**config.mk**
```make
export PLATFORM = sky130hd
export DESIGN_NAME = dump_ctrl_flat
export DESIGN_NICKNAME = d
export VERILOG_FILES = /design/src/rtl/dump_ctrl_pkg.sv /design/src/rtl/dump_ctrl_if.sv /design/src/rtl/dump_ctrl_ram_port_mux.sv /design/src/rtl/dump_ctrl.sv /design/src/flat_wrapper.sv
export SDC_FILE = /design/constraint.sdc
export NUM_CORES = 1
export LEC_CHECK = 0
export CAP_MARGIN = 40
export CORE_ASPECT_RATIO = 0.7
export CORE_MARGIN = 1.5
export CORE_UTILIZATION = 49
export CTS_BUF_LIST = sky130_fd_sc_hd__clkbuf_8
export CTS_CLUSTER_DIAMETER = 150
export DETAILED_ROUTE_END_ITERATION = 10
export GPL_TIMING_DRIVEN = 0
export PLACE_DENSITY = 0.8
export SLEW_MARGIN = 10
export SYNTH_ARGS = -nofsm -noshare
export SYNTH_HDL_FRONTEND = slang
export SYNTH_HIERARCHICAL = 1
export SYNTH_SLANG_ARGS = --single-unit
```
**constraint.sdc**
```tcl
create_clock -name clk -period 2.75 [get_ports clk]
set_input_delay 0.55 -clock clk [delete_from_list [all_inputs] [get_ports clk]]
set_output_delay 0.55 -clock clk [all_outputs]
set_load 0.05 [all_outputs]
```
**src/rtl/dump_ctrl_pkg.sv**
```systemverilog
// ============================================================================
// Module      : dump_ctrl_pkg
// Description : Shared constants, address type and dump state encoding.
// Revision    : 1.0
// ============================================================================
`default_nettype none

package dump_ctrl_pkg;

    localparam int unsigned c_DEPTH = 512;
    localparam int unsigned c_DW    = 8;
    localparam int unsigned c_AW    = $clog2(c_DEPTH);

    typedef logic [c_AW-1:0] addr_t;

    typedef enum logic [2:0] {
        ST_IDLE    = 3'd0,
        ST_RD      = 3'd1,
        ST_LATCH   = 3'd2,
        ST_SEND    = 3'd3,
        ST_WAIT_TX = 3'd4,
        ST_FINISH  = 3'd5
    } state_t;

endpackage

`default_nettype wire

```
**src/rtl/dump_ctrl_if.sv**
```systemverilog
// ============================================================================
// Module      : dump_ctrl_if
// Description : Request, capture, RAM and transmitter signals of the dump unit.
// Revision    : 1.0
// ============================================================================
`default_nettype none

interface dump_ctrl_if
    import dump_ctrl_pkg::*;
#(
    parameter int DEPTH = c_DEPTH,
    parameter int DW    = c_DW
);
    localparam int AW = $clog2(DEPTH);

    logic          dump_req;
    logic [1:0]    dump_chan;
    logic          capture_done;
    logic [AW-1:0] trace_end;
    logic [AW-1:0] cap_addr;
    logic          cap_en;
    logic          cap_we;
    logic [AW-1:0] ram_addr;
    logic          ram_en;
    logic          ram_we;
    logic [1:0]    ram_sel;
    logic [DW-1:0] ram_rdata;
    logic [DW-1:0] tx_data;
    logic          tx_start;
    logic          tx_done;
    logic          dump_busy;
    logic          clr_capture_done;
    logic          dump_err;

    modport master (
        output dump_req, dump_chan, capture_done, trace_end,
        output cap_addr, cap_en, cap_we, ram_rdata, tx_done,
        input  ram_addr, ram_en, ram_we, ram_sel, tx_data, tx_start,
        input  dump_busy, clr_capture_done, dump_err
    );

    modport slave (
        input  dump_req, dump_chan, capture_done, trace_end,
        input  cap_addr, cap_en, cap_we, ram_rdata, tx_done,
        output ram_addr, ram_en, ram_we, ram_sel, tx_data, tx_start,
        output dump_busy, clr_capture_done, dump_err
    );

endinterface

`default_nettype wire

```
**src/rtl/dump_ctrl_ram_port_mux.sv**
```systemverilog
// ============================================================================
// Module      : ram_port_mux
// Description : Shares one RAM port between capture and dump; dump never writes.
// Revision    : 1.0
// ============================================================================
`default_nettype none

module ram_port_mux
    import dump_ctrl_pkg::*;
#(
    parameter int AW = c_AW
) (
    input  wire logic          i_dump_busy,
    input  wire logic [AW-1:0] i_cap_addr,
    input  wire logic          i_cap_en,
    input  wire logic          i_cap_we,
    input  wire logic [AW-1:0] i_dump_addr,
    input  wire logic          i_dump_en,
    output logic      [AW-1:0] o_ram_addr,
    output logic               o_ram_en,
    output logic               o_ram_we
);

    always_comb begin
        o_ram_addr = i_cap_addr;
        o_ram_en   = i_cap_en;
        o_ram_we   = i_cap_we;
        if (i_dump_busy) begin
            o_ram_addr = i_dump_addr;
            o_ram_en   = i_dump_en;
            o_ram_we   = 1'b0;
        end
    end

endmodule

`default_nettype wire

```
**src/rtl/dump_ctrl.sv**
```systemverilog
// ============================================================================
// Module      : dump_ctrl
// Description : Streams a captured trace, oldest sample first, to a byte transmitter.
// Revision    : 1.0
// ============================================================================
`default_nettype none

module dump_ctrl
    import dump_ctrl_pkg::*;
#(
    parameter int DEPTH = c_DEPTH,
    parameter int DW    = c_DW
) (
    input  wire logic clk,
    input  wire logic rst,
    dump_ctrl_if.slave bus
);

    localparam int          AW         = $clog2(DEPTH);
    localparam int unsigned c_LAST_INT = DEPTH - 1;
    localparam logic [AW:0] c_LAST     = c_LAST_INT[AW:0];

    state_t        r_state;
    logic [AW-1:0] r_ptr;
    logic [AW:0]   r_cnt;
    logic [1:0]    r_chan;
    logic [DW-1:0] r_tx_data;
    logic          r_tx_start;
    logic          r_clr;
    logic          r_err;
    logic          r_busy;
    logic          r_rd_en;

    always_ff @(posedge clk) begin
        if (rst) begin
            r_state    <= ST_IDLE;
            r_ptr      <= '0;
            r_cnt      <= '0;
            r_chan     <= '0;
            r_tx_data  <= '0;
            r_tx_start <= 1'b0;
            r_clr      <= 1'b0;
            r_err      <= 1'b0;
            r_busy     <= 1'b0;
            r_rd_en    <= 1'b0;
        end else begin
            r_tx_start <= 1'b0;
            r_clr      <= 1'b0;
            r_err      <= 1'b0;
            r_rd_en    <= 1'b0;
            case (r_state)
                ST_IDLE: begin
                    if (bus.dump_req) begin
                        if (bus.capture_done) begin
                            // Oldest sample sits just after the last written address.
                            r_state <= ST_RD;
                            r_chan  <= bus.dump_chan;
                            r_ptr   <= bus.trace_end + 1'b1;
                            r_cnt   <= '0;
                            r_busy  <= 1'b1;
                            r_rd_en <= 1'b1;
                        end else begin
                            r_err <= 1'b1;
                        end
                    end
                end
                ST_RD: r_state <= ST_LATCH;
                ST_LATCH: begin
                    r_tx_data  <= bus.ram_rdata;
                    r_tx_start <= 1'b1;
                    r_state    <= ST_SEND;
                end
                ST_SEND: r_state <= ST_WAIT_TX;
                ST_WAIT_TX: begin
                    if (bus.tx_done) begin
                        r_ptr <= r_ptr + 1'b1;
                        r_cnt <= r_cnt + 1'b1;
                        if (r_cnt == c_LAST) begin
                            r_state <= ST_FINISH;
                            r_clr   <= 1'b1;
                        end else begin
                            r_state <= ST_RD;
                            r_rd_en <= 1'b1;
                        end
                    end
                end
                ST_FINISH: begin
                    r_state <= ST_IDLE;
                    r_busy  <= 1'b0;
                end
                default: begin
                    r_state <= ST_IDLE;
                    r_busy  <= 1'b0;
                end
            endcase
        end
    end

    ram_port_mux #(
        .AW (AW)
    ) u_ram_port_mux (
        .i_dump_busy (r_busy),
        .i_cap_addr  (bus.cap_addr),
        .i_cap_en    (bus.cap_en),
        .i_cap_we    (bus.cap_we),
        .i_dump_addr (r_ptr),
        .i_dump_en   (r_rd_en),
        .o_ram_addr  (bus.ram_addr),
        .o_ram_en    (bus.ram_en),
        .o_ram_we    (bus.ram_we)
    );

    assign bus.ram_sel          = r_chan;
    assign bus.tx_data          = r_tx_data;
    assign bus.tx_start         = r_tx_start;
    assign bus.dump_busy        = r_busy;
    assign bus.clr_capture_done = r_clr;
    assign bus.dump_err         = r_err;

endmodule

`default_nettype wire
```
**src/flat_wrapper.sv**
```systemverilog
// flat-port wrapper written by rule: the top's interface ports become plain ports
module dump_ctrl_flat import dump_ctrl_pkg::*;
#(
    parameter int DEPTH = c_DEPTH,
    parameter int DW    = c_DW
)
  (clk, rst, bus_dump_req, bus_dump_chan, bus_capture_done, bus_trace_end, bus_cap_addr, bus_cap_en, bus_cap_we, bus_ram_rdata, bus_tx_done, bus_ram_addr, bus_ram_en, bus_ram_we, bus_ram_sel, bus_tx_data, bus_tx_start, bus_dump_busy, bus_clr_capture_done, bus_dump_err);
  dump_ctrl_if #(.DEPTH(DEPTH), .DW(DW)) bus_i ();
  input  wire logic clk;
  input  wire logic rst;
  input wire logic [$bits(bus_i.dump_req)-1:0] bus_dump_req;
  input wire logic [$bits(bus_i.dump_chan)-1:0] bus_dump_chan;
  input wire logic [$bits(bus_i.capture_done)-1:0] bus_capture_done;
  input wire logic [$bits(bus_i.trace_end)-1:0] bus_trace_end;
  input wire logic [$bits(bus_i.cap_addr)-1:0] bus_cap_addr;
  input wire logic [$bits(bus_i.cap_en)-1:0] bus_cap_en;
  input wire logic [$bits(bus_i.cap_we)-1:0] bus_cap_we;
  input wire logic [$bits(bus_i.ram_rdata)-1:0] bus_ram_rdata;
  input wire logic [$bits(bus_i.tx_done)-1:0] bus_tx_done;
  output wire logic [$bits(bus_i.ram_addr)-1:0] bus_ram_addr;
  output wire logic [$bits(bus_i.ram_en)-1:0] bus_ram_en;
  output wire logic [$bits(bus_i.ram_we)-1:0] bus_ram_we;
  output wire logic [$bits(bus_i.ram_sel)-1:0] bus_ram_sel;
  output wire logic [$bits(bus_i.tx_data)-1:0] bus_tx_data;
  output wire logic [$bits(bus_i.tx_start)-1:0] bus_tx_start;
  output wire logic [$bits(bus_i.dump_busy)-1:0] bus_dump_busy;
  output wire logic [$bits(bus_i.clr_capture_done)-1:0] bus_clr_capture_done;
  output wire logic [$bits(bus_i.dump_err)-1:0] bus_dump_err;
  assign bus_i.dump_req = bus_dump_req;
  assign bus_i.dump_chan = bus_dump_chan;
  assign bus_i.capture_done = bus_capture_done;
  assign bus_i.trace_end = bus_trace_end;
  assign bus_i.cap_addr = bus_cap_addr;
  assign bus_i.cap_en = bus_cap_en;
  assign bus_i.cap_we = bus_cap_we;
  assign bus_i.ram_rdata = bus_ram_rdata;
  assign bus_i.tx_done = bus_tx_done;
  assign bus_ram_addr = bus_i.ram_addr;
  assign bus_ram_en = bus_i.ram_en;
  assign bus_ram_we = bus_i.ram_we;
  assign bus_ram_sel = bus_i.ram_sel;
  assign bus_tx_data = bus_i.tx_data;
  assign bus_tx_start = bus_i.tx_start;
  assign bus_dump_busy = bus_i.dump_busy;
  assign bus_clr_capture_done = bus_i.clr_capture_done;
  assign bus_dump_err = bus_i.dump_err;
  dump_ctrl #(.DEPTH(DEPTH), .DW(DW)) u_core (.clk(clk), .rst(rst), .bus(bus_i));
endmodule
```
# ---- Word-level counts from Yosys, hierarchy flattened
# Index checks and enable logic that the tools add are counted.
dict set report op_classes {
  reduce_logical 9
  n_bitwise 5
  muxes 27
  add_sub_neg 3
  n_eq_ne 8
}
# op n
set op_table {}
lappend op_table {{9-bit two-way mux} 4}
lappend op_table {{10-bit two-way mux} 3}
lappend op_table {{10-bit case mux with 2 select lines} 1}
lappend op_table {{9-bit by 1-bit adder with 9-bit output, second input constant} 2}
lappend op_table {{9-bit case mux with 2 select lines} 1}
lappend op_table {{3-bit case mux with 5 select lines} 1}
lappend op_table {{3-bit two-way mux} 4}
lappend op_table {{1-bit two-way mux} 11}
lappend op_table {{10-bit by 1-bit adder with 10-bit output, second input constant} 1}
lappend op_table {{10-bit by 9-bit equality test with 1-bit output, second input constant} 1}
lappend op_table {{3-bit AND reduction} 3}
lappend op_table {{3-bit by 2-bit equality test with 1-bit output, second input constant} 2}
lappend op_table {{2-bit inequality test, second input constant} 3}
lappend op_table {{3-bit OR reduction} 2}
lappend op_table {{1-bit NOT} 5}
lappend op_table {{1-bit case mux with 2 select lines} 2}
lappend op_table {{4-bit AND reduction} 1}
lappend op_table {{4-bit OR reduction} 1}
lappend op_table {{3-bit by 1-bit equality test with 1-bit output, second input constant} 1}
lappend op_table {{3-bit equality test, second input constant} 1}
lappend op_table {{3-bit zero test} 1}
lappend op_table {{2-bit nonzero test} 1}
dict set report totals {
  output_inout_bits 25
  regBits 37
  wordCells 62
  input_bits 35
}

# ---- Longest topological paths before layout
dict set report depth {
  depth_word 4
  depth_mapped 12
}

# ---- Modules after synthesis
# Netlist, hierarchy kept.
# mod area_each_um2 seq_area_each_um2 instances cells_per_inst
set modules_own_cells {}
lappend modules_own_cells {dump_ctrl 1929.4 740.7 1 233}
lappend modules_own_cells {ram_port_mux 166.4 0.0 1 12}

# ---- Least setup slack after synthesis
# No wires, ideal clock.
dict set report synth_path {
  path_type {register -> register}
  start {register u_core.r_state[1]}
  end {register u_core.r_ptr[6]}
  path_stages_with_launch 13
  synth_period_minus_slack_ns 2.165
  setup_ns 0.092
  t_arrival_ns 2.073
  path_slack_ns 0.585
  cell_sequence {dfxtp_1 > buf_6 > or3b_1 > buf_2 > buf_6 > nand2_1 > nand2_1 > ha_1 > and3_1 > nand3_1 > xnor2_1 > a21oi_1 > o32ai_1}
}
dict set report synth_via {
  elab_chain_len 3
}
# item line
set synth_lines {}
lappend synth_lines {{start, declared} dump_ctrl.sv:23} ;# state_t r_state;
lappend synth_lines {{start signal, assigned} dump_ctrl.sv:36} ;# r_state <= ST_IDLE;
lappend synth_lines {{start signal, assigned} dump_ctrl.sv:56} ;# r_state <= ST_RD;
lappend synth_lines {{start signal, assigned} dump_ctrl.sv:67} ;# ST_RD: r_state <= ST_LATCH;
lappend synth_lines {{3-bit equality test or 3-bit zero test (tied branches)} dump_ctrl.sv:51} ;# case (r_state)
lappend synth_lines {{2-bit inequality test (no source line) or 2-bit nonzero test (tied branches)} -}
lappend synth_lines {{4-bit AND reduction (no source line)} -}
lappend synth_lines {{end signal, assigned} dump_ctrl.sv:58} ;# r_ptr <= bus.trace_end + 1'b1;
lappend synth_lines {{end signal, assigned} dump_ctrl.sv:76} ;# r_ptr <= r_ptr + 1'b1;
lappend synth_lines {{end, declared} dump_ctrl.sv:24} ;# logic [AW-1:0] r_ptr;
# Several ways; a longest one is shown, not always the timed one.
# A chain may end at the register's enable or synchronous reset.

# ---- Worst setup path in the final report
dict set report layout_path {
  start {register u_core.r_state[0]}
  end {register u_core.r_ptr[8]}
}
# Same word-level chain as after synthesis.

==> summary.md <==
| Metric | Value |
|---|---|
| Design area | `about 0.0028 mm2` |
| Die H | `a little under 60 um` |
| Unique masters post-synth | `55` |
| Area of the mapped netlist | `0.002096 mm2` |
| Cell taking the most area after synthesis | `dfxtp_1` |
| Worst path cell trace | `buf_2 -> nor3b_4 -> buf_2 -> nand2_1 -> nand2_1 -> ha_1 -> nand2_1 -> nor3_1 -> a32o_1 -> a2bb2oi_1 -> o21ai_0` |
| Top cells by area, synth | `dfxtp_1 (35%), mux2_4 (6.4%), nand2_1 (5.2%), nor2_1 (5.0%), mux2i_1 (3.8%)` |
| Hold worst-path end | `u_core/bus.ram_sel[0]` |
| Worst R2R Start | `u_core/r_state[0]` |
| CTS Hold Bufs | `0` |
| Final net count | `347` |
| Tcrit/Tclk final | `between 90% and 100%` |
| Slowest stage delay, CP | `around 0.37 ns` |
| Reg clk slew, reported paths | `0.08 ns` |
| Leakage | `1.023 nW` |
| Initial Utilization | `52.16%` |
| Maximum Capacitance Violations | `0` |
| Clk sink count | `37` |
| Kind of critical path | `reg -> reg` |
| Post-route DRC | `0` |
| RD Place Congestion | `0.8866` |
| Cells on worst reg2reg path | `11` |
| HP Class | `reg -> reg` |
| Outcome | `finished clean` |
| Area after DPL | `0.002741 mm2` |
| PwrDens | `477.6 mW/mm2` |
| F_max | `around 390 MHz` |
| First-pass GRT wire length | `between 8000 and 9000 um` |
| Final min period | `between 2 and 3 ns` |
| Routed len/inst | `14.80 um` |
| Postcts setup bufs | `0` |
| I/O Buffers | `58` |
| Worst-Margin Slew | `0.5485 ns` |
| Number of synthesized flops with an enable pin | `0` |
| Num CTS Buffers | `5` |
| Setup violations, final | `0` |
| Dpl hpwl | `3977 um` |
| R2R Setup Slk | `between 0.15 and 0.2 ns` |
| DRT antenna net count | `0` |
| Final clock skew | `about 0.0048 ns` |
| TNS Setup | `0 ns` |
| RSZ-0062 raised after global routing | `false` |
| Diodes inserted | `0` |
| WHS Path Cells | `2` |
| Global route overflow | `0` |
| Startpoint types | `flop` |
| Critical Path AT | `2.71 ns` |
| HP Start | `u_core/bus.ram_sel[0]` |
| CTS tree | `yes` |
| Initial antenna violation count | `0` |
| CP max FO | `10` |
| Flops & latches, synth | `37` |
| Num rows | `19` |
| Die width | `81.17 um` |
| Detailed Routing Iterations Pass 1 | `5` |
| H-tree levels | `2` |
| Worst-Skew Late Latency | `about 0.28 ns` |
| Worst Path Required | `2.91 ns` |
| CTS root buffer | `clkbuf_8` |
| PnR worst setup slack | `0.1963 ns` |
| Async SR Flop Fraction | `0%` |
| Non-Filler Instances | `363` |
| Routed WL | `between 5000 and 6000 um` |
| Post-CTS resize count | `0` |
| Top Family by Delay on Critical Path | `simple AND/OR/NAND/NOR gates` |
| Core footprint | `0.004018 mm2` |
| Vias in the first global route | `~1800` |
| Placed cells | `between 300 and 400` |
| Largest net degree at the start of global routing | `12` |
| Hold Violations, Final | `0` |
| Total GRT Usage | `23.83%` |
| Ys flop type | `dfxtp_1` |
| Routed vias | `2038` |
| Crit path top cell by count | `nand2_1` |
| Share of cells above drive strength 1 | `11.58%` |
| P&R area growth vs syn | `34.75%` |
| Maximum VDD drop | `0.0004191 V` |
| Avg Synthesized Cell Area | `approximately 8.6 um2` |
| Iteration-0 DRC Markers | `222` |
| RR Endpoint | `u_core/r_ptr[8]` |
| Worst setup path startpoint | `u_core/r_state[0]` |
| Boundary Pins | `60` |
| Cell count after synthesis | `around 250` |
| Final Max Tran Viols | `0` |
| Setup WS pre-CTS | `0.2559 ns` |
| CTS Buffer Depth | `2` |
| Syn nets | `around 280` |
| Yosys warnings | `6` |
| CP max-delay cell | `nor3b_4` |
| Via/cell ratio | `5.614` |
| Worst setup EP type | `flop` |
| Die area | `0.004684 mm2` |
| Post-synth top area share | `35.34%` |
| Relative slew slack | `63.43%` |
| Buffers & Inverters on Critical Path | `2` |
| Seq/Total Area, Yosys | `35.34%` |
## where the power goes
part | switching [mW] | total (mW) | internal (mW)
clock network | 0.190 | 0.361 | 0.172
registers | 0.0247 | 0.586 | 0.562
logic | 0.226 | 0.401 | 0.175
total | 0.440 | 1.35 | 0.909
## worst reg2reg max path: stages, from the launching register on
cell       delay [ns]
dfxtp_1          0.30
buf_2            0.18
nor3b_4          0.37
buf_2            0.31
nand2_1          0.10
nand2_1          0.07
ha_1             0.32
nand2_1          0.11
nor3_1           0.23
a32o_1           0.18
a2bb2oi_1        0.17
o21ai_0          0.09
## stage by stage
step	power (mW)	hold slack, ns	util (%)
2_1_floorplan	0.8544	0.4621	-
3_3_place_gp	0.9927	0.4465	68.23
3_5_place_dp	0.9961	0.4497	68.23
4_1_cts	1.356	0.4593	70.29
5_1_grt	1.405	0.4880	70.29
6_report	1.349	0.4571	70.29
## layout make-up
| cell class | count | area [um2] |
|---|---|---|
| well taps | 52 | 65.06 |
| clock buffers | 5 | 68.82 |
| flip-flops and latches | 37 | 740.7 |
| clock inverters | 3 | 13.76 |
| plain buffers | 15 | 88.84 |
| multi-input cells | 190 | 1255 |
| fillers | 319 | 1194 |
| repair buffers | 58 | 580.6 |
| inverters | 3 | 11.26 |
## sequential cells by signal (all words and copies together) (netlist names)
register and count:
u_core/r_cnt 10, u_core/r_ptr 9, u_core/bus.tx_data 8, u_core/r_state 3, u_core/bus.ram_sel 2, u_core/bus.clr_capture_done 1, u_core/bus.dump_busy 1, u_core/bus.dump_err 1
u_core/bus.tx_start 1, u_core/r_rd_en 1
## layout by cell type, fill, tap and decap left out, types with 2 or more instances in the layout
master            n
or3_1             2
mux2_4            9
nand4_1          11
o21ai_0           9
nand2_1          29
clkbuf_8          5
nand3b_1          4
nor2_1           28
o221ai_1          2
buf_6             3
nor3_1            6
a31oi_1           3
clkbuf_1          6
nor2_2            2
clkdlybuf4s50_1  58
xnor2_1           5
nor4_1            2
buf_2             5
a2bb2oi_1         2
xor2_1            5
mux2i_1           8
o21ai_1           5
ha_1              2
nand3_1          10
a21oi_1          13
and3_1            2
dfxtp_1          37
a211oi_1          2
clkinv_2          2
nand2b_1          3
inv_1             4
## worst max path at each step
stage,end,slack [ns],depth (start not counted)
final,u_core/r_ptr[8],0.20,11
after global routing,u_core/r_ptr[8],0.009,11
after CTS,u_core/r_ptr[8],0.24,11
after detailed placement,u_core/r_ptr[8],0.26,11
after global placement,bus_ram_addr[5],0.27,3
after floorplan,u_core/r_ptr[6],0.58,12
## layer usage
layer / vias to the layer above / GRT usage, % / wire length, um
li1: 1010 / - / -
met1: 924 / 34.38 / 2595
met2: 97 / 35.83 / 2245
met3: 7 / 6.457 / 494
met4: 0 / 4.926 / 36
met5: - / 0 / 0
## cell families (layout without fill, tap and decap cells)
logic type	Yosys count	after routing	share of synthesized area [%]
adders and majority gates	2	2	1.194
and+or+nand+nor	112	112	28.36
buffers and inverters	18	84	4.776
muxes	18	18	10.81
DFF	37	37	35.34
xor gates and xnor gates	10	10	4.179
AOI/OAI and AO/OA	48	48	15.34
## synthesized netlist by cell type (all sizes together) (2+ instances only)
library cell  count
a211oi            2
a21o              2
a21oi            14
a2bb2oi           2
a31oi             3
and3              2
buf               9
clkbuf            6
dfxtp            37
ha                2
inv               3
mux2             10
mux2i             8
nand2            29
nand2b            3
nand3            10
nand3b            4
nand4            11
nor2             30
nor3              6
nor3b             2
nor4              3
o21ai            14
o221ai            2
or2               2
or3               2
xnor2             5
xor2              5
Power figures use the tool's default switching activity.
==> edit 1: new RTL, config.mk and constraints unchanged <==
Encoding of `state_t`: now Gray code (3 bits for 6 states).
--- a/src/rtl/dump_ctrl_pkg.sv
+++ b/src/rtl/dump_ctrl_pkg.sv
@@ -15,10 +15,10 @@
 
     typedef enum logic [2:0] {
-        ST_IDLE    = 3'd0,
-        ST_RD      = 3'd1,
-        ST_LATCH   = 3'd2,
-        ST_SEND    = 3'd3,
-        ST_WAIT_TX = 3'd4,
-        ST_FINISH  = 3'd5
+        ST_IDLE    = 3'b000,
+        ST_RD      = 3'b001,
+        ST_LATCH   = 3'b011,
+        ST_SEND    = 3'b010,
+        ST_WAIT_TX = 3'b110,
+        ST_FINISH  = 3'b111
     } state_t;
 
Function: no difference found for any inputs over 10 cycles, from zero or initial values and one cycle with rst high; not proved beyond that.
==> edit 1 against the unedited design <==
  * Worst setup slack improved by 0.032 ns
  * Routed wire length down 5.3%
  * Global-route usage rose by 0.65 points
  * Synthesized cell count fell by 2.4%
  * Sequential cell count unchanged
  * Cell area shrank 1.8%
  * Utilization increased by 0.40 points
  * Total power decreased by 0.59%
  * Clock power up 27%
  * Worst hold slack gained 0.035 ns
  * Area after synthesis fell by 4.3%
  * Critical path depth decreased by 8
==> edit 1: results (changes against the unedited design) <==
{| class="wikitable"
! Metric !! Value
|-
| Endpoint of the lowest-slack register-to-register path || u_core/r_ptr[6]$_SDFFE_PP0P_
|-
| Placed Instances || 351 (-1.1%)
|-
| Min-Delay Startpoint || u_core/r_cnt[1]$_SDFFE_PP0P_
|-
| Global-route wire length before repair || 8.63 mm (+1.0%)
|-
| Wire length per cell || 14.2 um (-4.0%)
|-
| End of the worst hold path || u_core/r_cnt[1]$_SDFFE_PP0P_
|-
| Top cells by instance count after synthesis || dfxtp_1 (37), nand2_1 (33), nor2_1 (28)
|-
| Worst-case vdd ir drop || 0.373 mV (-11%)
|-
| Met2 GRT Util || 36.3% (+0.49 points)
|-
| Total global-route track usage || 24.5% (+0.65 points)
|-
| Post-Place Worst Slack || 0.223 ns (-0.0331 ns)
|-
| Placer's final routability congestion estimate || 0.895 (+0.94%)
|-
| Share of cells above drive strength 1 || 11.1% (-0.46 points)
|-
| Synthesized area divided by synthesized cell count || 8.39 um^2 (-1.9%)
|-
| Layout net count || 343 (-1.2%)
|-
| First element of the critical path || bus_cap_en
|-
| Global-route track usage on met1 || 35.2% (+0.80 points)
|-
| Met3 Routed Length || 436 um (-12%)
|-
| Number of global-route vias before repair || 1868 (+5.4%)
|-
| Status || completed
|-
| Final cell count without fillers || 358 (-1.4%)
|-
| Family with the most delay on the worst path || buffers and inverters
|-
| Largest cells by area after synthesis || dfxtp_1 (37%), mux2_4 (6.7%), nand2_1 (6.2%), nor2_1 (5.2%), mux2i_1 (5.0%)
|-
| Arrival time reported for the critical path endpoint || 1.97 ns (-0.74 ns)
|-
| Largest stage delay, worst path || 0.79 ns (+0.42 ns)
|-
| Reg-to-reg critical path startpoint || u_core/r_state[1]$_SDFFE_PP0P_
|-
| Minimum hold slack || 0.492 ns (+0.0348 ns)
|-
| Share of synthesized area occupied by flip-flops and latches || 36.9% (+1.6 points)
|-
| Sum of routed wire segments on met1 || 2.42 mm (-6.8%)
|-
| Leak pwr || 1.05 nW (+3.0%)
|-
| Final Skew || 0.00628 ns (+0.00149 ns)
|-
| Count of cell types in the netlist || 43 (-22%)
|-
| Syn Nets || 276 (-2.1%)
|-
| Number of input and output port buffers inserted || 59 (+1.7%)
|-
| Met3 Track Usage GR || 6.02% (-0.44 points)
|-
| Vias after detailed routing || 1991 (-2.3%)
|}
-- edit 1: worst reg2reg max path: cells and delay by family (launching register included) --
kind / cells / cell delay (ns)
AO/OA/AOI/OAI: 4 / 0.68
adder cells (fa/ha/maj): 1 / 0.26
flip-flops: 1 / 0.30
buffers and inverters: 2 / 0.45
AND/OR/NAND/NOR: 4 / 0.65
-- edit 1: cell type report --
class                   count  area [um^2]  share of cell area [%]
multi-input cells         186         1170                    42.1
flip-flops and latches     37          741                    26.7
repair buffers             60          598                    21.6
plain buffers              15         93.8                    3.38
clock buffers               5         68.8                    2.48
well taps                  52         65.1                    2.35
clock inverters             2         35.0                    1.26
inverters                   1         3.75                   0.135
-- edit 1: worst max-delay path by stage --
stage	to	slack, ns	cells past startpoint
after CTS	bus_ram_en	0.22	3
after global placement	u_core/r_cnt[6]$_SDFFE_PP0P_	0.14	6
after detailed placement	bus_ram_en	0.22	3
final	bus_ram_en	0.23	3
after floorplan	u_core/r_ptr[6]$_SDFFE_PP0P_	0.79	12
after global routing	u_core/r_ptr[6]$_SDFFE_PP0P_	0.19	11
-- edit 1: logic make-up (layout without fill, tap and decap cells) --
group                      Yosys count  in the layout  share of synthesized area, %
and+or+nand+nor                    114            114                          28.9
AOI/OAI and AO/OA                   42             42                          12.3
DFF                                 37             37                          36.9
muxes                               20             20                          12.3
buffers and inverters               16             83                          4.87
xor gates and xnor gates             8              8                          3.49
adders and majority gates            2              2                          1.25
-- edit 1: report_power, final --
group / internal (mW) / switching (mW)
clock: 0.264 / 0.194
combinational: 0.142 / 0.168
sequential: 0.554 / 0.0185
total: 0.960 / 0.381
==> edit 2: new RTL, same flow settings <==
Without the edit above. Set the package constant `c_DEPTH` to 1024 (it was 512).
--- a/src/rtl/dump_ctrl_pkg.sv
+++ b/src/rtl/dump_ctrl_pkg.sv
@@ -8,5 +8,5 @@
 package dump_ctrl_pkg;
 
-    localparam int unsigned c_DEPTH = 512;
+    localparam int unsigned c_DEPTH = 1024;
     localparam int unsigned c_DW    = 8;
     localparam int unsigned c_AW    = $clog2(c_DEPTH);
Ports: changed (resized bus_cap_addr, bus_ram_addr and bus_trace_end); port bits go from 60 to 63. The function was not compared with the original's and may differ.
==> edit 2 against the unedited design <==
  * Via count rose by 25%
  * Total power rose by 14%
  * Area after synthesis is 12% higher
  * Routed wire length is 28% higher
  * Cell area is 12% higher
  * Worst hold slack worse by 0.0024 ns
  * Global-route usage is 2.6 points higher
  * Non-clock buffer count is 7 higher
  * Sequential cell count grew 2
  * Worst setup slack worse by 0.029 ns
  * Critical path type unchanged
  * Largest cell class unchanged
==> edit 2: results (changes against the unedited design) <==
{| class="wikitable"
! Metric !! Value
|-
| Min-Delay Startpoint || u_core/bus.tx_data[0]$_SDFFE_PP0P_
|-
| Worst Path Max Fanout || 8 (-2)
|-
| Maximum number of pins on one net before global-route repair || 13 (+1)
|-
| Compound-Gate Fraction of Synth Area || 20.7% (+5.3 points)
|-
| Worst Max-Slew Pin Slew || 0.808 ns (+0.260 ns)
|-
| Crit-path slowest cell || nor4b_1
|-
| Top cells by instance count after synthesis || nand2_1 (43), dfxtp_1 (39), a21oi_1 (25)
|-
| Number of input and output port buffers inserted || 61 (+5.2%)
|-
| Post-synthesis share of cell area spent on full adders, half adders and majority gates || 1.07% (-0.13 points)
|-
| Total global-route track usage || 26.4% (+2.6 points)
|-
| Largest stage delay, worst path || 0.47 ns (+0.10 ns)
|-
| End of the worst hold path || u_core/bus.tx_data[0]$_SDFFE_PP0P_
|-
| Post-synthesis share of cell area spent on xor and xnor gates || 1.12% (-3.1 points)
|-
| Placer's final routability congestion estimate || 0.906 (+2.2%)
|-
| Mux cell area share after synthesis || 8.06% (-2.7 points)
|-
| DRC marker count from the first detailed-route iteration || 334 (+50%)
|-
| Worst-case vdd ir drop || 0.254 mV (-39%)
|-
| Setup slack of the most critical reg-to-reg path || 0.17 ns (-0.03 ns)
|-
| Global-route wire length before repair || 10.7 mm (+25%)
|-
| Share of synthesized area occupied by flip-flops and latches || 33.3% (-2.0 points)
|-
| Post-Place Worst Slack || 0.158 ns (-0.0981 ns)
|-
| Flip-flop count of the largest register, all copies and words added || 11 (+1)
|-
| First element of the critical path || u_core/r_state[2]$_SDFFE_PP0P_
|-
| Final Routed Wirelength || 6.88 mm (+28%)
|-
| Layout net count || 393 (+13%)
|-
| Worst Reg-to-Reg Cells || 8 (-3)
|-
| Status || completed
|-
| Arrival time reported for the critical path endpoint || 2.74 ns (+0.03 ns)
|-
| DP HPWL || 4.97 mm (+25%)
|}
## edit 2: report_power, final
| group | switching (mW) | internal (mW) |
|---|---|---|
| clock network | 0.210 | 0.294 |
| registers | 0.0231 | 0.590 |
| logic | 0.245 | 0.174 |
## edit 2: area by class of cell
cell class	instances	area share [%]
Multi-Input combinational cell	221	45.6
Sequential cell	39	24.8
Timing Repair Buffer	62	19.6
Buffer	18	3.33
Clock buffer	6	2.62
Tap cell	55	2.18
Clock inverter	2	1.11
Inverter	7	0.833
## edit 2: tightest hold or removal path: cells and delay by family (launching register included)
kind	cells	cell delay (ns)
compound gates	1	0.05
flops	1	0.31
simple gates	1	0.05
## edit 2: worst max path at each step
stage / slack (ns) / cells past startpoint / endpoint
global route: 0.04 / 9 / u_core/r_ptr[6]$_SDFFE_PP0P_
global placement: 0.18 / 7 / u_core/r_ptr[8]$_SDFFE_PP0P_
detailed placement: 0.16 / 7 / u_core/r_ptr[8]$_SDFFE_PP0P_
floorplan: 0.39 / 9 / u_core/r_ptr[8]$_SDFFE_PP0P_
CTS: 0.16 / 10 / u_core/r_ptr[6]$_SDFFE_PP0P_
finish: 0.17 / 8 / u_core/r_ptr[8]$_SDFFE_PP0P_
## edit 2: routing by layer
layer | up-vias | track usage, % | part of all wire, %
met3 | 14 | 6.53 | 11
met1 | 1171 | 35.7 | 44
met4 | 0 | 8.76 | 1.4
met2 | 158 | 42.3 | 43
met5 | - | 0 | 0
li1 | 1202 | - | -
## edit 2: per-stage QoR
step	std cells	instance area, um^2
finish	410	3150
CTS	409	3140
global route	410	3150
floorplan	285	2340
detailed placement	401	3020
global placement	401	3020
## edit 2: what timing repair did
action,4_1_cts,5_1_grt
hold buffers,0,0
resized for setup,0,2
setup buffers,0,1
endpoints found under the setup margin,0,2
## edit 2: cells by family after synthesis
| group | Yosys count |
|---|---|
| fa+ha+maj | 2 |
| simple gates | 126 |
| buf+inv | 25 |
| compound gates | 76 |
| flops | 39 |
| mux | 14 |
| xor+xnor | 3 |
